`config.mk`:
```
export PLATFORM = sky130hd
export DESIGN_NAME = simon_host_driver_flat
export DESIGN_NICKNAME = d
export VERILOG_FILES = /design/src/rtl/simon_host_driver_if.sv /design/src/rtl/simon_host_driver.sv /design/src/flat_wrapper.sv
export SDC_FILE = /design/constraint.sdc
export NUM_CORES = 1
export LEC_CHECK = 0
export BUFFER_PORTS_ARGS = -buffer_cell sky130_fd_sc_hd__buf_4
export CAP_MARGIN = 25
export CORE_AREA = 10 10 198 200
export DETAILED_ROUTE_END_ITERATION = 6
export DIE_AREA = 0 0 208 210
export MAX_ROUTING_LAYER = met4
export PLACE_DENSITY = 0.52
export SETUP_SLACK_MARGIN = 0.3
export SYNTH_ARGS = -nofsm -noshare
export SYNTH_HDL_FRONTEND = slang
export SYNTH_SLANG_ARGS = --single-unit
```
`constraint.sdc`:
```
create_clock -name clk -period 2.1 [get_ports clk]
set_clock_uncertainty 0.05 [all_clocks]
set_input_delay 0.42 -clock clk [delete_from_list [all_inputs] [get_ports clk]]
set_output_delay 0.42 -clock clk [all_outputs]
set_load 0.01 [all_outputs]
```
`src/rtl/simon_host_driver_if.sv`:
```
// Host and core-side signal bundle for the SIMON 64/128 host driver.
// master = the driver itself, slave = the host/core environment around it.
interface simon_host_driver_if #(
  parameter int unsigned N = 32,
  parameter int unsigned M = 4
);
  logic [M-1:0][N-1:0] key_in;
  logic                key_valid;
  logic                key_ready;
  logic [1:0][N-1:0]   blk_in;
  logic                blk_enc;
  logic                blk_valid;
  logic                blk_ready;
  logic [1:0][N-1:0]   res_out;
  logic                res_valid;
  logic                res_ready;
  logic                busy;
  logic                error;
  logic                newKey;
  logic                newData;
  logic                readData;
  logic                enc_dec;
  logic [M-1:0][N-1:0] KEY;
  logic [1:0][N-1:0]   blockIN;
  logic                loadKey;
  logic                loadData;
  logic                doneKey;
  logic                doneData;
  logic [1:0][N-1:0]   outData;

  modport master (
    input  key_in, key_valid, blk_in, blk_enc, blk_valid, res_ready,
           loadKey, loadData, doneKey, doneData, outData,
    output key_ready, blk_ready, res_out, res_valid, busy, error,
           newKey, newData, readData, enc_dec, KEY, blockIN
  );

  modport slave (
    output key_in, key_valid, blk_in, blk_enc, blk_valid, res_ready,
           loadKey, loadData, doneKey, doneData, outData,
    input  key_ready, blk_ready, res_out, res_valid, busy, error,
           newKey, newData, readData, enc_dec, KEY, blockIN
  );
endinterface

```
`src/rtl/simon_host_driver.sv`:
```
// Host-side initiator for one SIMON 64/128 core: loads keys, streams blocks
// through the core's newKey/newData/readData handshake, and watchdogs each wait.
module simon_host_driver #(
  parameter int unsigned N    = 32,
  parameter int unsigned M    = 4,
  parameter int unsigned TW   = 8,
  parameter int unsigned TMAX = 255
) (
  input logic                 clk,
  input logic                 R,
  simon_host_driver_if.master bus
);

  typedef enum logic [2:0] {
    IDLE, KEY_REQ, KEY_WAIT, DATA_REQ, DATA_WAIT, READ, ERR
  } state_t;

  state_t              state;
  logic                key_loaded;
  logic                res_valid_q;
  logic                error_q;
  logic                new_key_q;
  logic                new_data_q;
  logic                read_data_q;
  logic                enc_dec_q;
  logic [M-1:0][N-1:0] key_q;
  logic [1:0][N-1:0]   block_q;
  logic [1:0][N-1:0]   res_q;
  logic [TW-1:0]       wd_cnt;

  logic idle;
  logic blk_rdy;
  logic wd_expired;
  logic key_acc;
  logic blk_acc;

  // A key offered alongside a block takes priority, so blocks wait on !key_valid.
  assign idle       = (state == IDLE);
  assign blk_rdy    = idle && key_loaded && !res_valid_q && !bus.key_valid;
  assign wd_expired = (wd_cnt == TW'(TMAX));
  assign key_acc    = idle && bus.key_valid;
  assign blk_acc    = blk_rdy && bus.blk_valid;

  assign bus.key_ready = idle;
  assign bus.blk_ready = blk_rdy;
  assign bus.busy      = !idle;
  assign bus.res_out   = res_q;
  assign bus.res_valid = res_valid_q;
  assign bus.error     = error_q;
  assign bus.newKey    = new_key_q;
  assign bus.newData   = new_data_q;
  assign bus.readData  = read_data_q;
  assign bus.enc_dec   = enc_dec_q;
  assign bus.KEY       = key_q;
  assign bus.blockIN   = block_q;

  // Control FSM with registered strobes; watchdog counter is rezeroed on every phase entry.
  always_ff @(posedge clk) begin
    if (R) begin
      state       <= IDLE;
      key_loaded  <= 1'b0;
      res_valid_q <= 1'b0;
      error_q     <= 1'b0;
      new_key_q   <= 1'b0;
      new_data_q  <= 1'b0;
      read_data_q <= 1'b0;
      enc_dec_q   <= 1'b0;
      key_q       <= '0;
      block_q     <= '0;
      res_q       <= '0;
      wd_cnt      <= '0;
    end else begin
      wd_cnt <= wd_cnt + TW'(1);
      if (res_valid_q && bus.res_ready) res_valid_q <= 1'b0;

      case (state)
        IDLE: begin
          if (key_acc) begin
            key_q      <= bus.key_in;
            key_loaded <= 1'b0;
            new_key_q  <= 1'b1;
            wd_cnt     <= '0;
            state      <= KEY_REQ;
          end else if (blk_acc) begin
            block_q    <= bus.blk_in;
            enc_dec_q  <= bus.blk_enc;
            new_data_q <= 1'b1;
            wd_cnt     <= '0;
            state      <= DATA_REQ;
          end
        end

        KEY_REQ: begin
          if (bus.loadKey) begin
            new_key_q <= 1'b0;
            wd_cnt    <= '0;
            state     <= KEY_WAIT;
          end else if (wd_expired) begin
            new_key_q  <= 1'b0;
            key_loaded <= 1'b0;
            error_q    <= 1'b1;
            state      <= ERR;
          end
        end

        KEY_WAIT: begin
          if (bus.doneKey) begin
            key_loaded <= 1'b1;
            state      <= IDLE;
          end else if (wd_expired) begin
            key_loaded <= 1'b0;
            error_q    <= 1'b1;
            state      <= ERR;
          end
        end

        DATA_REQ: begin
          if (bus.loadData) begin
            new_data_q <= 1'b0;
            wd_cnt     <= '0;
            state      <= DATA_WAIT;
          end else if (wd_expired) begin
            new_data_q <= 1'b0;
            key_loaded <= 1'b0;
            error_q    <= 1'b1;
            state      <= ERR;
          end
        end

        DATA_WAIT: begin
          if (bus.doneData) begin
            res_q       <= bus.outData;
            res_valid_q <= 1'b1;
            read_data_q <= 1'b1;
            state       <= READ;
          end else if (wd_expired) begin
            key_loaded <= 1'b0;
            error_q    <= 1'b1;
            state      <= ERR;
          end
        end

        READ: begin
          read_data_q <= 1'b0;
          state       <= IDLE;
        end

        ERR: begin
          new_key_q   <= 1'b0;
          new_data_q  <= 1'b0;
          read_data_q <= 1'b0;
          key_loaded  <= 1'b0;
          error_q     <= 1'b1;
        end

        default: state <= IDLE;
      endcase
    end
  end

endmodule
```
`src/flat_wrapper.sv`:
```
// flat-port wrapper written by rule: the top's interface ports become plain ports
module simon_host_driver_flat 
#(
  parameter int unsigned N    = 32,
  parameter int unsigned M    = 4,
  parameter int unsigned TW   = 8,
  parameter int unsigned TMAX = 255
)
  (clk, R, bus_key_in, bus_key_valid, bus_blk_in, bus_blk_enc, bus_blk_valid, bus_res_ready, bus_loadKey, bus_loadData, bus_doneKey, bus_doneData, bus_outData, bus_key_ready, bus_blk_ready, bus_res_out, bus_res_valid, bus_busy, bus_error, bus_newKey, bus_newData, bus_readData, bus_enc_dec, bus_KEY, bus_blockIN);
  simon_host_driver_if #(.N(N), .M(M)) bus_i ();
  input logic clk;
  input logic R;
  input wire logic [$bits(bus_i.key_in)-1:0] bus_key_in;
  input wire logic [$bits(bus_i.key_valid)-1:0] bus_key_valid;
  input wire logic [$bits(bus_i.blk_in)-1:0] bus_blk_in;
  input wire logic [$bits(bus_i.blk_enc)-1:0] bus_blk_enc;
  input wire logic [$bits(bus_i.blk_valid)-1:0] bus_blk_valid;
  input wire logic [$bits(bus_i.res_ready)-1:0] bus_res_ready;
  input wire logic [$bits(bus_i.loadKey)-1:0] bus_loadKey;
  input wire logic [$bits(bus_i.loadData)-1:0] bus_loadData;
  input wire logic [$bits(bus_i.doneKey)-1:0] bus_doneKey;
  input wire logic [$bits(bus_i.doneData)-1:0] bus_doneData;
  input wire logic [$bits(bus_i.outData)-1:0] bus_outData;
  output wire logic [$bits(bus_i.key_ready)-1:0] bus_key_ready;
  output wire logic [$bits(bus_i.blk_ready)-1:0] bus_blk_ready;
  output wire logic [$bits(bus_i.res_out)-1:0] bus_res_out;
  output wire logic [$bits(bus_i.res_valid)-1:0] bus_res_valid;
  output wire logic [$bits(bus_i.busy)-1:0] bus_busy;
  output wire logic [$bits(bus_i.error)-1:0] bus_error;
  output wire logic [$bits(bus_i.newKey)-1:0] bus_newKey;
  output wire logic [$bits(bus_i.newData)-1:0] bus_newData;
  output wire logic [$bits(bus_i.readData)-1:0] bus_readData;
  output wire logic [$bits(bus_i.enc_dec)-1:0] bus_enc_dec;
  output wire logic [$bits(bus_i.KEY)-1:0] bus_KEY;
  output wire logic [$bits(bus_i.blockIN)-1:0] bus_blockIN;
  assign bus_i.key_in = bus_key_in;
  assign bus_i.key_valid = bus_key_valid;
  assign bus_i.blk_in = bus_blk_in;
  assign bus_i.blk_enc = bus_blk_enc;
  assign bus_i.blk_valid = bus_blk_valid;
  assign bus_i.res_ready = bus_res_ready;
  assign bus_i.loadKey = bus_loadKey;
  assign bus_i.loadData = bus_loadData;
  assign bus_i.doneKey = bus_doneKey;
  assign bus_i.doneData = bus_doneData;
  assign bus_i.outData = bus_outData;
  assign bus_key_ready = bus_i.key_ready;
  assign bus_blk_ready = bus_i.blk_ready;
  assign bus_res_out = bus_i.res_out;
  assign bus_res_valid = bus_i.res_valid;
  assign bus_busy = bus_i.busy;
  assign bus_error = bus_i.error;
  assign bus_newKey = bus_i.newKey;
  assign bus_newData = bus_i.newData;
  assign bus_readData = bus_i.readData;
  assign bus_enc_dec = bus_i.enc_dec;
  assign bus_KEY = bus_i.KEY;
  assign bus_blockIN = bus_i.blockIN;
  simon_host_driver #(.N(N), .M(M), .TW(TW), .TMAX(TMAX)) u_core (.clk(clk), .R(R), .bus(bus_i));
endmodule
```
Yosys cells after proc, flatten, opt, wreduce, memory -nomap -nowiden

Cells that the tools add are included.

Bits in registers: 274
Bits in latches: 0
Bits in writable memories: 0
Bits in read-only memories: 0
Bits of input ports: 266
Word-level logic and storage cells: 102
Memories: 0

Add/sub/neg operators: 1
Multipliers: 0
Divide/modulo/power cells: 0
Order comparisons: 0
Equality and inequality tests: 18
Shifts and indexed selects: 0
Multiplexer cells: 39
Bitwise logic cells: 2
Reductions and logical operators: 25

Operators by type and width:

| operator                                                                 | count |
|---|---|
| 8-bit two-way mux                                                        | 4 |
| 8-bit case mux with 3 select lines                                       | 1 |
| 1-bit two-way mux                                                        | 21 |
| 3-bit two-way mux                                                        | 7 |
| 3-bit case mux with 6 select lines                                       | 1 |
| 2-bit inequality test (second input constant)                            | 8 |
| 5-bit AND reduction                                                      | 2 |
| 3-bit equality test (second input constant)                              | 3 |
| 8-bit by 1-bit adder with 8-bit output (second input constant)           | 1 |
| 8-bit equality test (second input constant)                              | 1 |
| 2-bit AND reduction                                                      | 4 |
| 3-bit by 2-bit equality test with 1-bit output (second input constant)   | 2 |
| 1-bit logical AND                                                        | 6 |
| 3-bit by 2-bit inequality test with 1-bit output (second input constant) | 2 |
| 1-bit case mux with 3 select lines                                       | 2 |
| 1-bit case mux with 6 select lines                                       | 1 |
| 3-bit AND reduction                                                      | 2 |
| 3-bit nonzero test                                                       | 2 |
| 6-bit nonzero test                                                       | 1 |
| 1-bit case mux with 5 select lines                                       | 1 |
| 5-bit nonzero test                                                       | 1 |
| 4-bit AND reduction                                                      | 1 |
| 3-bit by 1-bit equality test with 1-bit output (second input constant)   | 1 |
| 1-bit zero test                                                          | 3 |
| 6 further kinds                                                          | 7 |

Depth between registers and ports, before layout

Gate-level depths: netlist of run 1.

Word-level depth: 8
Gate-level depth with buffers: 7

Worst setup path before layout of run 1

No wires, ideal clock.

Kind: reg2reg
From: register u_core.wd_cnt[0]
To: register u_core.state[0]
Data arrival time: 1378 ps
Slack: 555 ps
Stages on the path, launching flop included: 6
Clock period less this slack: 1545 ps
Cells stage by stage: dfxtp_1 -> ha_1 -> and4_1 -> nand4_1 -> a311o_1 -> o2111a_1

Word-level cells in the longest chain between the ends: 4
Elaborated cells between the ends (all ways): 7
Those cells by class: eq/ne: 1; mux: 6

Ends and longest elaborated chain:

| element                                     | RTL line                | text |
|---|---|---|
| start: declaration                          | simon_host_driver.sv:29 | `logic [TW-1:0] wd_cnt;` |
| start signal: assignment                    | simon_host_driver.sv:73 | `wd_cnt <= wd_cnt + TW'(1);` |
| 8-bit equality test *                       | simon_host_driver.sv:40 | `assign wd_expired = (wd_cnt == TW'(TMAX));` |
| 3-bit two-way mux *                         | -                       |  |
| 3-bit two-way mux, on equally long branches | -                       |  |
| 3-bit case mux with 6 select lines *        | -                       |  |
| end signal: assignment                      | simon_host_driver.sv:60 | `state <= IDLE;` |
| end signal: assignment                      | simon_host_driver.sv:83 | `state <= KEY_REQ;` |
| end signal: assignment                      | simon_host_driver.sv:89 | `state <= DATA_REQ;` |
| end: declaration                            | simon_host_driver.sv:18 | `state_t state;` |

Every way passes the cells marked *; elsewhere a longest branch is shown, timed or not.
A chain may end at the register's enable or synchronous reset.

Final worst setup path of run 1

From: register u_core.state[0]
To: output port bus_blk_ready

Word-level cells in the longest chain between the ends: 4

Ends and longest elaborated chain:

| element                         | RTL line                | text |
|---|---|---|
| 3-bit zero test                 | simon_host_driver.sv:38 | `assign idle = (state == IDLE);` |
| 1-bit logical AND (3 in series) | simon_host_driver.sv:39 | `assign blk_rdy = idle && key_loaded && !res_valid_q && !bus.key_valid;` |
| end: declaration                | flat_wrapper.sv:25      | `output wire logic [$bits(bus_i.blk_ready)-1:0] bus_blk_ready;` |

No other way between the ends.

==> results of run 1 <==
[worst register-to-register path: stages, from the launching register on]
cell and delay, ns:
dfxtp_4 0.34, buf_4 0.15, nor3_4 0.26, buf_4 0.19, and2_4 0.28, buf_12 0.23, nand2_1 0.11, a21oi_1 0.12
[per-layer routing]
metal	share of wire (%)	global-route usage, %	vias to the layer above
met5	0	-	-
met4	2.1	4.85	0
met3	7.6	5.40	52
met2	52	31.4	370
met1	39	19.7	4693
li1	-	-	5030
[metrics by stage]
stage / hold WS [ns] / worst slack (ns) / total power, uW / instances
finish: 0.102 / 0.175 / 12900 / 2237
global route: 0.0871 / 0.103 / 13500 / 2237
CTS: 0.0744 / 0.139 / 13100 / 2233
detailed placement: 0.397 / 0.328 / 7110 / 2167
global placement: 0.392 / 0.350 / 7090 / 2167
floorplan: 0.380 / 0.555 / 6150 / 1240
[cell usage in the layout (no fill, tap or decap), drive strengths merged]
cell / instances
a211oi: 2
a21bo: 1
a21oi: 270
a22o: 1
a311o: 1
a31o: 1
a31oi: 1
a32oi: 1
and2: 3
and3: 1
and4: 1
buf: 563
bufinv: 2
clkbuf: 61
clkinv: 1
dfxtp: 274
ha: 1
inv: 7
mux2i: 1
nand2: 527
nand2b: 4
nand3: 6
nand4: 2
nor2: 14
nor2b: 7
nor3: 4
nor4: 1
nor4b: 2
o2111a: 1
o211ai: 1
o21a: 1
o21ai: 6
o221ai: 1
xnor2: 3
xor2: 3
[logic make-up after synthesis]
family | Yosys count | synth area share (%)
simple gates | 572 | 23.0
compound gates | 288 | 15.2
flops | 274 | 56.1
buf+inv | 98 | 5.00
xor+xnor | 6 | 0.537
mux | 1 | 0.102
fa+ha+maj | 1 | 0.128
[registers in the layout (all words and copies together), names as in the netlist]
register	count
u_core.bus.KEY	128
u_core.bus.blockIN	64
u_core.bus.enc_dec	1
u_core.bus.error	1
u_core.bus.newData	1
u_core.bus.newKey	1
u_core.bus.readData	1
u_core.bus.res_out	64
u_core.bus.res_valid	1
u_core.key_loaded	1
u_core.state	3
u_core.wd_cnt	8
[final cells by class]
cell class              instances  share of cell area [%]
clock buffers                  57                    6.87
repair buffers                567                    29.0
clock inverters                 4                   0.473
inverters                       6                   0.144
well taps                     461                    3.70
multi-input cells             868                    24.6
flip-flops and latches        274                    35.2
[worst min path at each step]
stage,start,end,slack [ns],depth (start not counted)
after global routing,bus_key_in[69],u_core.bus.KEY[69]$_SDFFE_PP0P_,0.09,3
final,bus_key_in[127],u_core.bus.KEY[127]$_SDFFE_PP0P_,0.10,3
after global placement,u_core.bus.blockIN[46]$_SDFFE_PP0P_,u_core.bus.blockIN[46]$_SDFFE_PP0P_,0.39,2
after detailed placement,u_core.bus.res_out[56]$_SDFFE_PP0P_,u_core.bus.res_out[56]$_SDFFE_PP0P_,0.40,2
after CTS,bus_key_in[122],u_core.bus.KEY[122]$_SDFFE_PP0P_,0.07,3
after floorplan,u_core.wd_cnt[0]$_SDFF_PP0_,u_core.wd_cnt[0]$_SDFF_PP0_,0.38,1
[timing repair]
action                     CTS  global route
pin swaps                    3             2
setup buffers                5             1
resized for setup            8             5
setup endpoints to repair    3           206
cloned                       0             3
hold buffers                 0             0
[power breakdown]
part / internal, uW / total, uW / switching (uW)
combinational: 771 / 1500 / 725
clock: 3720 / 5940 / 2230
sequential: 5390 / 5490 / 103
==> flow_summary.ini, run 1 <==
[run_status]
outcome = finished, final reports clean

[floorplan]
core-area_mm2 = 0.0352
die_area_mm2 = 0.0437
rows = 69
die_h_um = 210
boundaryPins = 531
dieWidth_um = 208
initial_core_util_pct = 27.8

[timing]
fin_setup_tns_ns = 0
rsz0062_at_grt = true
setup_viol = 0
final_hold_viol_count = 0
worstMarginPinSlew_ns = 0.567
slew_headroom_pct = 62.2
min_period_over_period_pct = 91.7
max_freq_mhz = 519
fin_crit_ns = 1.93
drv_slew = 0

[clock_network]
clkSlewWorstSetupHoldPaths_ns = 0.06
clockBufferDepth = 3
cts_tree = built
cts-buffers-inserted = 34
clk_latency_ns = 0.50
cts-root-buf = clkbuf_16
clock_sinks = 274
htreeDepth = 2

[worst_setup_path]
r2r-start = u_core.state[0]$_SDFFE_PP0P_
startpoint = u_core.state[0]$_SDFFE_PP0P_
regToRegEndpoint = u_core.bus.KEY[106]$_SDFFE_PP0P_
r2r_slack_ns = 0.30
crit_end = bus_blk_ready
worstPathBufferInverterCount = 1
cp-end-kind = primary output
max_stage_delay_ns = 0.34
path_class = reg2out
reg2reg_depth = 7
crit_chain = nor4_4, and2_1, buf_6
crit_path_top_delay_cell = dfxtp_4
cp.required_ns = 1.63
cp.depth = 3
worst_ep_arrival_time_ns = 1.46
start_kind = flop
crit_family = simple AND/OR/NAND/NOR gates
crit_fanout = 2

[yosys]
synth_edf_count = 0
avgSynthCellArea_um2 = 7.89
synth.top_cell.area_share_pct = 56.1
synth-main-ff-cell = dfxtp_1
ys_types = 38
ys_seq_area_share_pct = 56.1
synth_cells = 1240
syn_nets = 1507
synthTopCellsByArea = dfxtp_1 (56%), nand2_1 (20%), a21oi_1 (14%), clkbuf_1 (1.7%), buf_2 (1.6%)
yosysMostFrequentCell = nand2_1
yosysWarnings = 0
synthArstFlopShare_pct = 0
ys_top_cells_by_count = nand2_1 (527), dfxtp_1 (274), a21oi_1 (270)
yosysTopAreaCell = dfxtp_1
syn_area_mm2 = 0.00978
synth-seq-cells = 274

[flow_run]
drv_cap = 0

[detailed_routing]
drc = 0
via_per_inst = 4.54
finalWirelength_um = 42000
wire_per_inst_um = 18.8
first_pass_iters = 5
num_vias = 10100
first_iter_violations = 529
final_antenna_net_count = 0

[placed_design]
io_buffer_count = 530
place.gp.congestion = 0.853
dpl.hpwl_um = 31500
dpl_cell_area_mm2 = 0.0143

[grt]
grt_pass1_vias = 9557
overflow = 0
grt_antenna_before_repair = 0
grtUsageTotal_pct = 18.0
grt_first_pass_wirelength_um = 60200
grt_max_degree = 68

[layout]
n_fill_cell = 3620
drive_above_1_share_pct = 35.6
multiInputGateArea_mm2 = 0.00384
antenna-diode-count = 0
design_area_mm2 = 0.0156
fin_util_pct = 44.3
areaGrowthSynthToFinish_pct = 59.4
seqCellArea_mm2 = 0.00549
fin_nets = 2018

[power_and_ir_drop]
pwr_density_cell_mw_per_mm2 = 829
power.leakage_uw = 0.00672
vdd_drop_max_mv = 0.522

[worst_hold_path]
holdCritPathClass = in2reg
Power figures use the tool's default switching activity.
==> inputs of run 2 (changes only) <==
--- a/config.mk
+++ b/config.mk
@@ -8,6 +8,7 @@
 export BUFFER_PORTS_ARGS = -buffer_cell sky130_fd_sc_hd__buf_4
 export CAP_MARGIN = 25
 export CORE_AREA = 10 10 198 200
+export CTS_CLUSTER_DIAMETER = 40
 export DETAILED_ROUTE_END_ITERATION = 6
 export DIE_AREA = 0 0 208 210
 export MAX_ROUTING_LAYER = met4
==> constraint.sdc (replaced) <==
create_clock -name clk -period 1.8 [get_ports clk]
set_clock_uncertainty 0.05 [all_clocks]
set_input_delay 0.36 -clock clk [delete_from_list [all_inputs] [get_ports clk]]
set_output_delay 0.36 -clock clk [all_outputs]
set_load 0.01 [all_outputs]
==> flow_summary.ini, run 2 (synthesis gave the netlist of run 1 again) <==
[layout]
fin_util_pct = 61.7
final_cells = 2602
largest_reg_flops = 128
design_area_mm2 = 0.0217
drive_above_1_share_pct = 49.7
final_common_cell = buf_4
fin_nets = 2372
areaGrowthSynthToFinish_pct = 122
mostFrequentLayoutCells = buf_4 (567), nand2_1 (371), dfxtp_1 (269)

[grt]
met2_usage_pct = 36.8
overflow = 0
top_usage_layer = met2
grt_first_pass_wirelength_um = 71600
grt_pass1_vias = 11900
grt_max_degree = 49
grt_util_met3_pct = 5.03
use_met1_pct = 23.3
grtUsageTotal_pct = 21.4
grt_antenna_before_repair = 2

[clock_network]
cts-buffers-inserted = 47
clkSlewWorstSetupHoldPaths_ns = 0.04
clk_latency_ns = 0.54
cts-root-buf = clkbuf_16
clockBufferDepth = 3
clock_sinks = 274
cts_tree = built
htreeDepth = 2

[timing]
max_freq_mhz = 504
final_hold_viol_count = 0
setup_viol = 61
fin_ws_ns = -0.183
drv_slew = 0
rsz0062_at_grt = true
worstMarginPinSlew_ns = 0.349
hold_ws_ns = 0.0343
min_period_over_period_pct = 110
slew_headroom_pct = 76.7
fin_crit_ns = 1.98

[worst_setup_path]
crit_chain = nor4_4, buf_4, and2_4, buf_6
r2r-start = u_core.state[0]$_SDFFE_PP0P_
cp-end-kind = primary output
worst_ep_arrival_time_ns = 1.57
cp.required_ns = 1.39
startpoint = u_core.state[2]$_SDFFE_PP0P_
start_kind = flop
crit_path_top_delay_cell = dfxtp_4
path_class = reg2out
crit_fanout = 3
max_stage_delay_ns = 0.36

[floorplan]
rows = 69
die_area_mm2 = 0.0437
initial_core_util_pct = 27.8
die_h_um = 210
dieWidth_um = 208
core-area_mm2 = 0.0352
boundaryPins = 531

[detailed_routing]
first_pass_iters = 5
via_per_inst = 4.66
finalWirelength_um = 51700
final_antenna_net_count = 0
drc = 0
wire_per_inst_um = 19.9
first_iter_violations = 662
num_vias = 12100

[placed_design]
dpl_cell_area_mm2 = 0.0145
dp_cells = 2191
place.gp.congestion = 0.892
dpl.hpwl_um = 31500
io_buffer_count = 530

[power_and_ir_drop]
p_comb_share_pct = 16.5
netSwitchingPower_uw = 4560
clkPwrFrac_pct = 48.5
power_frac_seq_pct = 35.0
pwr_density_cell_mw_per_mm2 = 844
switching_share_pct = 24.8
p_int_uw = 13800
vdd_drop_max_mv = 0.712
power.leakage_uw = 0.00942

[worst_hold_path]
holdCritPathClass = in2reg
min_from = bus_key_in[10]

[run_status]
outcome = finished, violations left
violations = negative setup slack

[flow_run]
drv_cap = 0
-- run 2: cell types whose count changed in the layout (fill, tap and decap cells not counted), sizes merged --
cell / previous run / this run
bufbuf: 0 / 1
buf: 563 / 669
clkbuf: 61 / 73
clkinv: 1 / 8
dlygate4sd3: 0 / 227
clkinvlp: 0 / 8
diode: 0 / 2
bufinv: 2 / 4
-- run 2: through the flow --
| stage | total power, uW | worst slack, ns | setup TNS (ns) |
|---|---|---|---|
| final | 18300 | -0.183 | -2.94 |
| after floorplan | 7180 | 0.300 | 0 |
| after detailed placement | 8330 | 0.103 | 0 |
| after global routing | 19000 | -0.229 | -8.87 |
| after CTS | 18000 | -0.210 | -2.94 |
| after global placement | 8320 | 0.146 | 0 |
-- run 2: power by group through the flow --
stage / clock, uW / combinational (uW) / sequential, uW
after floorplan: 0 / 555 / 6630
after global placement: 0 / 1780 / 6530
after detailed placement: 0 / 1790 / 6540
after CTS: 9050 / 2530 / 6420
after global routing: 9360 / 3220 / 6440
final: 8890 / 3030 / 6420
-- run 2: what timing repair did --
action,CTS,global route
pin swaps,19,215
resized for setup,87,413
hold buffers,227,0
cloned,27,11
setup buffers,41,20
endpoints found under the setup margin,254,285
hold endpoints to repair,227,0
-- run 2: path summary, 6_finish.rpt --
check / endpoint / cells past startpoint / slack, ns
hold reg to reg: u_core.bus.KEY[45]$_SDFFE_PP0P_ / 2 / 0.40
setup reg to reg: u_core.bus.KEY[68]$_SDFFE_PP0P_ / 12 / -0.15
setup / recovery: bus_blk_ready / 4 / -0.18
hold / removal: u_core.bus.KEY[10]$_SDFFE_PP0P_ / 3 / 0.03
-- run 2: per-layer routing --
metal | vias up | wire length (um)
li1 | 5786 | -
met1 | 5753 | 19800
met2 | 465 | 26600
met3 | 129 | 3110
met4 | 0 | 2250
met5 | - | 0
-- run 2: final cells by class --
class / count / area [um^2]
Clock buffer: 62 / 1350
Clock inverter: 21 / 236
Fill cell: 2768 / 13500
Timing Repair Buffer: 908 / 8730
Multi-Input combinational cell: 868 / 5330
Inverter: 6 / 22.5
Antenna cell: 2 / 5.00
Tap cell: 461 / 577
Sequential cell: 274 / 5500
-- run 2: critical path: cells and delay by family (launching register included) --
family | cells | cell delay, ns
simple gates | 2 | 0.41
flops | 1 | 0.36
buf+inv | 2 | 0.27
==> inputs of run 3 (changes only) <==
--- a/config.mk
+++ b/config.mk
@@ -12,7 +12,6 @@
 export DETAILED_ROUTE_END_ITERATION = 6
 export DIE_AREA = 0 0 208 210
 export MAX_ROUTING_LAYER = met4
-export PLACE_DENSITY = 0.52
 export SETUP_SLACK_MARGIN = 0.3
 export SYNTH_ARGS = -nofsm -noshare
 export SYNTH_HDL_FRONTEND = slang
==> flow_summary.ini, run 3 (synthesis gave the netlist of run 1 again) <==
[run_status]
outcome = finished, violations left
violations = negative setup slack

[detailed_routing]
via_per_inst = 4.75
num_vias = 12400
drc = 0
wire_per_inst_um = 20.4
first_pass_iters = 5
first_iter_violations = 797
final_antenna_net_count = 0
finalWirelength_um = 53600

[timing]
hold_ws_ns = 0.0310
fin_ws_ns = -0.174
fin_crit_ns = 1.97
rsz0062_at_grt = true
drv_slew = 0
setup_viol = 102
slew_headroom_pct = 70.8
final_hold_viol_count = 0
worstMarginPinSlew_ns = 0.438
max_freq_mhz = 507
min_period_over_period_pct = 110

[clock_network]
clkSlewWorstSetupHoldPaths_ns = 0.05
cts_tree = built
htreeDepth = 2
clock_sinks = 274
cts-root-buf = clkbuf_16
clockBufferDepth = 3
cts-buffers-inserted = 47
clk_latency_ns = 0.55

[power_and_ir_drop]
vdd_drop_max_mv = 0.911
p_comb_share_pct = 16.6
netSwitchingPower_uw = 4680
p_int_uw = 13700
switching_share_pct = 25.4
power_frac_seq_pct = 34.9
clkPwrFrac_pct = 48.5
power.leakage_uw = 0.00925
p_total_uw = 18400
pwr_density_cell_mw_per_mm2 = 860

[layout]
final_common_cell = buf_4
fin_nets = 2388
mostFrequentLayoutCells = buf_4 (564), nand2_1 (454), dfxtp_1 (269)
drive_above_1_share_pct = 44.4
n_fill_cell = 2699
multiInputGateArea_mm2 = 0.00460
seqCellArea_mm2 = 0.00550
areaGrowthSynthToFinish_pct = 119
largest_reg_flops = 128
final_cells = 2620
design_area_mm2 = 0.0214

[grt]
overflow = 0
grt_first_pass_wirelength_um = 78300
grtUsageTotal_pct = 23.6
grt_antenna_before_repair = 0
grt_max_degree = 52
grt_pass1_vias = 13100

[floorplan]
rows = 69
initial_core_util_pct = 27.8
die_h_um = 210
boundaryPins = 531
dieWidth_um = 208
die_area_mm2 = 0.0437
core-area_mm2 = 0.0352

[worst_setup_path]
worst_ep_arrival_time_ns = 1.56
start_kind = flop
cp-end-kind = primary output
r2r_slack_ns = -0.14
path_class = reg2out
crit_fanout = 3
reg2reg_depth = 12
r2r-start = u_core.state[0]$_SDFFE_PP0P_
regToRegEndpoint = u_core.bus.KEY[82]$_SDFFE_PP0P_
cp.required_ns = 1.39

[worst_hold_path]
holdCritPathClass = in2reg
min_from = bus_key_in[105]
whs_endpoint = u_core.bus.KEY[105]$_SDFFE_PP0P_
whs_path_depth = 3

[placed_design]
dpl_cell_area_mm2 = 0.0144
place.gp.congestion = 0.887
io_buffer_count = 530
dpl.hpwl_um = 29700
dp_cells = 2179
pre_cts_ws_ns = 0.0929

[flow_run]
drv_cap = 0
run 3: changes by cell type in the layout (fill, tap and decap cells not counted), moves of 7 or more:
| cell | before | now |
|---|---|---|
| nand2_4 | 111 | 24 |
| nand2_1 | 371 | 454 |
| a21oi_2 | 124 | 96 |
| dlygate4sd3_1 | 227 | 243 |
| clkbuf_16 | 59 | 49 |
| buf_8 | 10 | 3 |
| buf_16 | 26 | 45 |
| a21oi_1 | 146 | 174 |
run 3: worst max-delay path: stages (launching register included):
cell	delay, ns
dfxtp_1	0.36
nor2b_2	0.23
buf_4	0.17
and2_4	0.14
buf_6	0.10
run 3: layout make-up:
| class | count | share of cell area [%] |
|---|---|---|
| repair buffers | 924 | 42.6 |
| clock buffers | 59 | 6.18 |
| multi-input cells | 868 | 21.5 |
| flip-flops and latches | 274 | 25.7 |
| well taps | 461 | 2.69 |
| clock inverters | 27 | 1.24 |
| diodes | 1 | 0.0117 |
| inverters | 6 | 0.117 |
run 3: metal layers:
layer,track usage [%],wire [um],vias up
met2,40.4,27300,568
met4,12.6,2740,0
li1,-,-,5826
met1,25.1,20000,5879
met5,-,0,-
met3,5.23,3480,166
run 3: worst max path at each step:
| stage | startpoint | to | slack (ns) | cells past startpoint |
|---|---|---|---|---|
| floorplan | u_core.wd_cnt[0]$_SDFF_PP0_ | u_core.state[0]$_SDFFE_PP0P_ | 0.30 | 5 |
| detailed placement | u_core.state[2]$_SDFFE_PP0P_ | u_core.bus.res_out[2]$_SDFFE_PP0P_ | 0.09 | 6 |
| CTS | u_core.state[0]$_SDFFE_PP0P_ | bus_blk_ready | -0.18 | 4 |
| finish | u_core.key_loaded$_SDFFE_PP0P_ | bus_blk_ready | -0.17 | 4 |
| global route | u_core.state[0]$_SDFFE_PP0P_ | bus_blk_ready | -0.23 | 4 |
| global placement | u_core.state[2]$_SDFFE_PP0P_ | u_core.bus.KEY[87]$_SDFFE_PP0P_ | 0.17 | 5 |
run 3: repair_timing:
item | 4_1_cts | 5_1_grt
endpoints found under the hold margin | 243 | 0
hold buffers | 243 | 0
gates cloned | 45 | 0
pin swaps | 61 | 26
setup endpoints to repair | 286 | 296
gates resized for setup | 191 | 124
setup buffers | 66 | 0
run 3: power by group through the flow:
stage          logic [uW]  registers (uW)  clock network [uW]
3_5_place_dp         1710            6550                   0
4_1_cts              2890            6420                9070
6_report             3060            6430                8930
2_1_floorplan         555            6630                   0
5_1_grt              3230            6450                9350
3_3_place_gp         1700            6540                   0
run 3: per-stage QoR:
stage	utilization, %	setup TNS, ns
2_1_floorplan	-	0
3_3_place_gp	40.8	0
3_5_place_dp	40.8	0
4_1_cts	59.6	-9.69
5_1_grt	60.8	-17.16
6_report	60.8	-7.86
